===== src/rtl/instr_line_buffer.sv =====
// -----------------------------------------------------------------------------
// instr_line_buffer
//
// Direct-mapped instruction line buffer that sits between fetch and the
// mem_ctrl host port. A hit returns the addressed 32-bit word in the same
// cycle. A miss stalls fetch while a 64-byte line is read from mem_ctrl and
// written into the array.
//
// Ports
//   clk, rst_n      clock; asynchronous active-low reset
//   addr            fetch byte address (addr[1:0] ignored)
//   en              fetch request valid
//   inv             invalidate all lines (single-cycle pulse)
//   data_out        instruction word at addr (0 unless hit)
//   done            data_out valid this cycle
//   stall           miss in progress; fetch holds addr
//   DataIn_host     line data from mem_ctrl
//   rd_valid_host   DataIn_host valid this cycle
//   tx_done_host    mem_ctrl transaction complete
//   DataOut_host    write data to mem_ctrl (always 0, read-only client)
//   AddrOut_host    line-aligned request address
//   op_host         00 idle, 01 read
//   hit_cnt         saturating count of hit cycles
//   miss_cnt        saturating count of line fills started
// -----------------------------------------------------------------------------
module instr_line_buffer #(
    parameter int unsigned NUM_LINES = 4,
    parameter int unsigned CNT_W     = 32
) (
    input  logic             clk,
    input  logic             rst_n,
    input  logic [31:0]      addr,
    input  logic             en,
    input  logic             inv,
    output logic [31:0]      data_out,
    output logic             done,
    output logic             stall,
    input  logic [511:0]     DataIn_host,
    input  logic             rd_valid_host,
    input  logic             tx_done_host,
    output logic [511:0]     DataOut_host,
    output logic [31:0]      AddrOut_host,
    output logic [1:0]       op_host,
    output logic [CNT_W-1:0] hit_cnt,
    output logic [CNT_W-1:0] miss_cnt
);

    localparam int unsigned IDX_W = $clog2(NUM_LINES);
    localparam int unsigned TAG_W = 26 - IDX_W;

    typedef enum logic [1:0] {
        S_IDLE,
        S_REQ,
        S_DRAIN,
        S_FILL
    } state_e;

    // Control state
    state_e               state_q, state_d;
    logic [1:0]           op_q, op_d;
    logic [25:0]          miss_line_q, miss_line_d;   // miss address bits [31:6]
    logic [NUM_LINES-1:0] valid_q, valid_d;
    logic [CNT_W-1:0]     hit_cnt_q, hit_cnt_d;
    logic [CNT_W-1:0]     miss_cnt_q, miss_cnt_d;

    // Line storage (no reset needed: guarded by valid_q)
    logic [TAG_W-1:0]     tag_q  [NUM_LINES];
    logic [511:0]         line_q [NUM_LINES];

    // Address decomposition
    logic [3:0]           offset;
    logic [IDX_W-1:0]     idx;
    logic [TAG_W-1:0]     tag;
    logic [IDX_W-1:0]     miss_idx;
    logic [TAG_W-1:0]     miss_tag;
    logic                 unused_addr_lsb;

    assign offset          = addr[5:2];
    assign idx             = addr[6 +: IDX_W];
    assign tag             = addr[31 -: TAG_W];
    assign miss_idx        = miss_line_q[0 +: IDX_W];
    assign miss_tag        = miss_line_q[25 -: TAG_W];
    assign unused_addr_lsb = ^addr[1:0];

    // Lookup
    logic hit;
    logic miss;
    logic fill_wr;

    assign hit     = (state_q == S_IDLE) && en && valid_q[idx] && (tag_q[idx] == tag);
    assign miss    = (state_q == S_IDLE) && en && !hit;
    assign fill_wr = (state_q == S_REQ) && rd_valid_host;

    assign data_out     = hit ? line_q[idx][{offset, 5'b00000} +: 32] : '0;
    assign done         = hit;
    // Raised combinationally on the detecting cycle so fetch holds addr at once.
    assign stall        = (state_q != S_IDLE) || miss;
    assign DataOut_host = '0;
    assign AddrOut_host = {miss_line_q, 6'b000000};
    assign op_host      = op_q;
    assign hit_cnt      = hit_cnt_q;
    assign miss_cnt     = miss_cnt_q;

    // Next-state logic
    always_comb begin
        state_d     = state_q;
        op_d        = op_q;
        miss_line_d = miss_line_q;
        hit_cnt_d   = hit_cnt_q;
        miss_cnt_d  = miss_cnt_q;
        // inv clears everything; a same-cycle fill write re-sets its own line below.
        valid_d     = inv ? '0 : valid_q;

        if (hit && (hit_cnt_q != '1)) begin
            hit_cnt_d = hit_cnt_q + CNT_W'(1);
        end

        case (state_q)
            S_IDLE: begin
                if (miss) begin
                    miss_line_d = addr[31:6];
                    state_d     = S_REQ;
                    op_d        = 2'b01;
                    if (miss_cnt_q != '1) begin
                        miss_cnt_d = miss_cnt_q + CNT_W'(1);
                    end
                end
            end
            S_REQ: begin
                if (rd_valid_host) begin
                    valid_d[miss_idx] = 1'b1;
                    if (tx_done_host) begin
                        state_d = S_FILL;
                        op_d    = 2'b00;
                    end else begin
                        state_d = S_DRAIN;
                    end
                end
            end
            S_DRAIN: begin
                if (tx_done_host) begin
                    state_d = S_FILL;
                    op_d    = 2'b00;
                end
            end
            S_FILL: begin
                state_d = S_IDLE;
            end
            default: begin
                state_d = S_IDLE;
                op_d    = 2'b00;
            end
        endcase
    end

    // FSM and registered outputs
    always_ff @(posedge clk or negedge rst_n) begin
        if (!rst_n) begin
            state_q     <= S_IDLE;
            op_q        <= 2'b00;
            miss_line_q <= '0;
            valid_q     <= '0;
            hit_cnt_q   <= '0;
            miss_cnt_q  <= '0;
        end else begin
            state_q     <= state_d;
            op_q        <= op_d;
            miss_line_q <= miss_line_d;
            valid_q     <= valid_d;
            hit_cnt_q   <= hit_cnt_d;
            miss_cnt_q  <= miss_cnt_d;
        end
    end

    // Line array write
    always_ff @(posedge clk) begin
        if (fill_wr) begin
            line_q[miss_idx] <= DataIn_host;
            tag_q[miss_idx]  <= miss_tag;
        end
    end

endmodule


===== config.mk =====
export PLATFORM = sky130hd
export DESIGN_NAME = instr_line_buffer
export DESIGN_NICKNAME = d
export VERILOG_FILES = /design/src/rtl/instr_line_buffer.sv
export SDC_FILE = /design/constraint.sdc
export NUM_CORES = 2
export LEC_CHECK = 0
export ABC_AREA = 0
export BUFFER_PORTS_ARGS = -buffer_cell sky130_fd_sc_hd__buf_2
export CORE_AREA = 2 2 458 460
export DETAILED_ROUTE_END_ITERATION = 8
export DIE_AREA = 0 0 460 462
export HOLD_SLACK_MARGIN = 0.05
export PLACE_DENSITY_LB_ADDON = 0.12
export SLEW_MARGIN = 20
export SYNTH_ARGS = -nofsm -noshare
export SYNTH_HDL_FRONTEND = slang
export SYNTH_SLANG_ARGS = --single-unit

===== constraint.sdc =====
create_clock -name clk -period 63.8 [get_ports clk]
set_clock_uncertainty 0.2 [all_clocks]
set_input_delay 9.57 -clock clk [delete_from_list [all_inputs] [get_ports clk]]
set_output_delay 9.57 -clock clk [all_outputs]
set_load 0.03 [all_outputs]

==> impl_metrics.py <==
metrics = {
    "synthesis": {
        "netlist-cell-type-count": 50,
        "synth_xor_xnor_area_share": 0.00800,
        "ys_warn_count": 0,
        "ys_seq_elements": 2241,
        "synth_compound_gate_area_share": 0.00502,
        "synthAdderAreaFrac": 0.000976,
        "synthArstFlopShare": 0.0433,
        "synth_cells": 4116,
        "synth-edff-count": 2144,
        "ys_seq_area_frac": 0.744,
        "synth_top_family_by_area": "multiplexers",
        "synth_area_um2": 89800,
        "yosys.area_share.simple": 0.0167,
        "syn_avg_cell_area_um2": 21.8,
        "muxShareOfSynthArea": 0.173,
        "synth-main-ff-cell": "edfxtp_1",
    },
    "timing": {
        "tightestPinTransition_ns": 1.10,
        "hold_ws_ns": 0.277,
        "setup_tns_ns": 0,
        "relSlewSlack": 0.245,
        "drv_slew": 0,
        "rsz0062_at_grt": "no",
        "final.setup.worst_slack_ns": 38.21,
        "hold_violations": 0,
        "fin_crit_ns": 25.59,
        "fmax_mhz": 39.1,
        "timing.final.crit_share": 0.401,
        "setup_viol": 0,
    },
    "routing": {
        "routedWlPerCell_um": 29.8,
        "vias": 42183,
        "drc": 0,
        "drt_iter0_drc": 3741,
        "wl_um": 235000,
        "vias_per_cell": 5.34,
        "dr.pass1.iters": 8,
        "postRouteAntennaNets": 0,
    },
    "clock_tree": {
        "cts_setup_buffers": 0,
        "cts_root_buffer": "clkbuf_16",
        "cts_made_buffers": 231,
        "clock_latency_ns": 0.88,
        "holdBufCountCts": 0,
        "clkTransAtPathRegs_ns": 0.06,
        "cts_tree": "yes",
        "clk_path_buf_depth": 3,
        "cts.sinks": 2241,
        "post_cts_resize_count": 0,
        "htree_levels": 4,
    },
    "placement": {
        "io_buffers": 672,
        "place_area_um2": 94700,
        "post-place-ws_ns": 38.17,
        "dp_hpwl_um": 154000,
        "dp_cells": 7399,
        "finalWeightedCongestion": 0.778,
    },
    "floorplanning": {
        "pin_count": 1194,
        "core_um2": 208000,
        "rows": 168,
        "dieHeight_um": 462,
        "dieWidth_um": 460,
        "initial_core_util": 0.431,
        "die-area_um2": 213000,
    },
    "global_route": {
        "grt_pass1_wl_um": 325000,
        "antenna_found_initial": 239,
        "grt_max_degree": 137,
        "gr-total-overflow": 0,
        "grt_pass1_vias": 42075,
        "grt_use_total": 0.219,
    },
    "critical_path": {
        "cp.required_ns": 54.03,
        "critPathLaunchType": "input pin",
        "end_kind": "output pin",
        "worst_ep_arrival_time_ns": 15.82,
        "path_class": "in -> out",
        "path_max_fanout": 63,
    },
    "cells_and_area": {
        "syn_to_final_growth_pct": 13.8,
        "nNetsFinal": 5470,
        "nFillCells": 17005,
        "utilization": 0.491,
        "final_cell_area_um2": 102000,
        "final_cells": 7895,
        "drive_gt1_frac": 0.345,
    },
    "status": {
        "status": "finished, final reports clean",
    },
    "power": {
        "power_frac_seq": 0.516,
        "clkPwrFrac": 0.372,
        "switching_power_mw": 0.861,
        "power.leakage_nw": 34.8,
        "pwr_density_cell_nw_per_um2": 33.9,
        "power.share.switching": 0.249,
        "irDropWorstVdd_mv": 0.0266,
        "internal-power_mw": 2.60,
        "comb_power_share": 0.112,
        "p_total_mw": 3.47,
    },
    "flow_run": {
        "maxCapViolCount": 0,
    },
    "worst_hold_path": {
        "min-delay-path-class": "reg -> reg",
    },
}
==> synthesized netlist by cell type (all sizes together) (7+ instances only) <==
cell type  count  area, um^2
edfxtp      2144       64400
nor2b         34         213
nor3          17        85.1
nand4         34         213
inv           17        63.8
clkbuf        86         323
nand3         27         135
and3          13        81.3
xnor2         54         473
mux4         673       15200
xor2          28         245
nor2          31         116
mux2i         30         300
a211oi        40         300
and4           7        61.3
dfrtp         97        2430
nand2        107         402
nor4          11        68.8
buf          613        4290
ha             7        87.6
==> final cells by class <==
| cell class | count | area (um^2) | share of cell area |
|---|---|---|---|
| diodes | 67 | 168 | 0.00164 |
| clock buffers | 289 | 6100 | 0.0597 |
| multi-input cells | 1677 | 20300 | 0.199 |
| flip-flops and latches | 2241 | 66800 | 0.654 |
| repair buffers | 745 | 4140 | 0.0406 |
| clock inverters | 139 | 1140 | 0.0112 |
| inverters | 17 | 63.8 | 0.000625 |
| well taps | 2720 | 3400 | 0.0333 |
==> power groups by stage <==
stage	logic (mW)	registers [mW]	clock network, mW
2_1_floorplan	0.244	1.97	0
3_3_place_gp	0.395	1.81	0
3_5_place_dp	0.397	1.82	0
4_1_cts	0.398	1.79	1.32
5_1_grt	0.417	1.80	1.38
6_report	0.389	1.79	1.29
==> flip-flops by register name (all words and copies together) (netlist names) <==
register and count:
line_q 2048, op_host 1, hit_cnt 32, state_q 2, miss_cnt 32, miss_line_q 26
tag_q 96, valid_q 4
==> layout by cell type (no fill, tap or decap), types with 4 or more instances in the layout <==
master and n:
a211oi_1 40, buf_4 59, inv_6 5, nor4_1 8, clkbuf_1 50, o21ai_0 5
clkinv_1 49, ha_1 7, mux2i_1 30, clkinv_8 5, and3_1 13, nand3_1 27
xnor2_1 54, nand4_1 34, and2_1 6, buf_2 666, diode_2 67, nor3_1 14
xor2_1 28, clkbuf_16 233, nand2_1 107, clkinvlp_4 5, dfrtp_1 97, bufinv_16 13
a21o_1 4, inv_1 16, and4_1 7, buf_12 13, clkinv_2 57, clkbuf_8 6
conb_1 519, nor2_1 29, nor2b_1 34, mux4_2 673, edfxtp_1 2144
==> worst paths after layout <==
| kind | end | depth (start not counted) | slack (ns) | from |
|---|---|---|---|---|
| max in group asynchronous | miss_cnt[30] | 2 | 53.68 | rst_n |
| min in group asynchronous | miss_cnt[10] | 1 | 8.50 | rst_n |
| setup reg to reg | line_q[3][398] | 8 | 57.98 | state_q[1] |
| hold reg to reg | valid_q[2] | 1 | 0.28 | valid_q[2] |
| setup / recovery | data_out[21] | 11 | 38.21 | addr[7] |
| hold / removal | valid_q[2] | 1 | 0.28 | valid_q[2] |
==> worst max-delay path: stages <==
cell and delay, ns:
buf_8 0.40, buf_4 0.71, buf_4 0.67, buf_4 0.71, buf_4 0.68, buf_4 0.87, mux4_2 0.43, mux4_2 0.47
a211oi_1 0.54, a211oi_1 0.11, buf_2 0.25
==> metal layers <==
layer	wire length [um]	track usage
met1	90700	0.276
met2	112000	0.345
met4	7870	0.0694
met3	23500	0.0909
met5	977	0
==> logic make-up after synthesis <==
kind of cell	after synthesis
flip-flops	2241
buffers and inverters	716
multiplexers	708
AND/OR/NAND/NOR	299
XOR/XNOR	82
AO/OA/AOI/OAI	62
adder cells (fa/ha/maj)	7
other	1
Power figures use the tool's default switching activity.
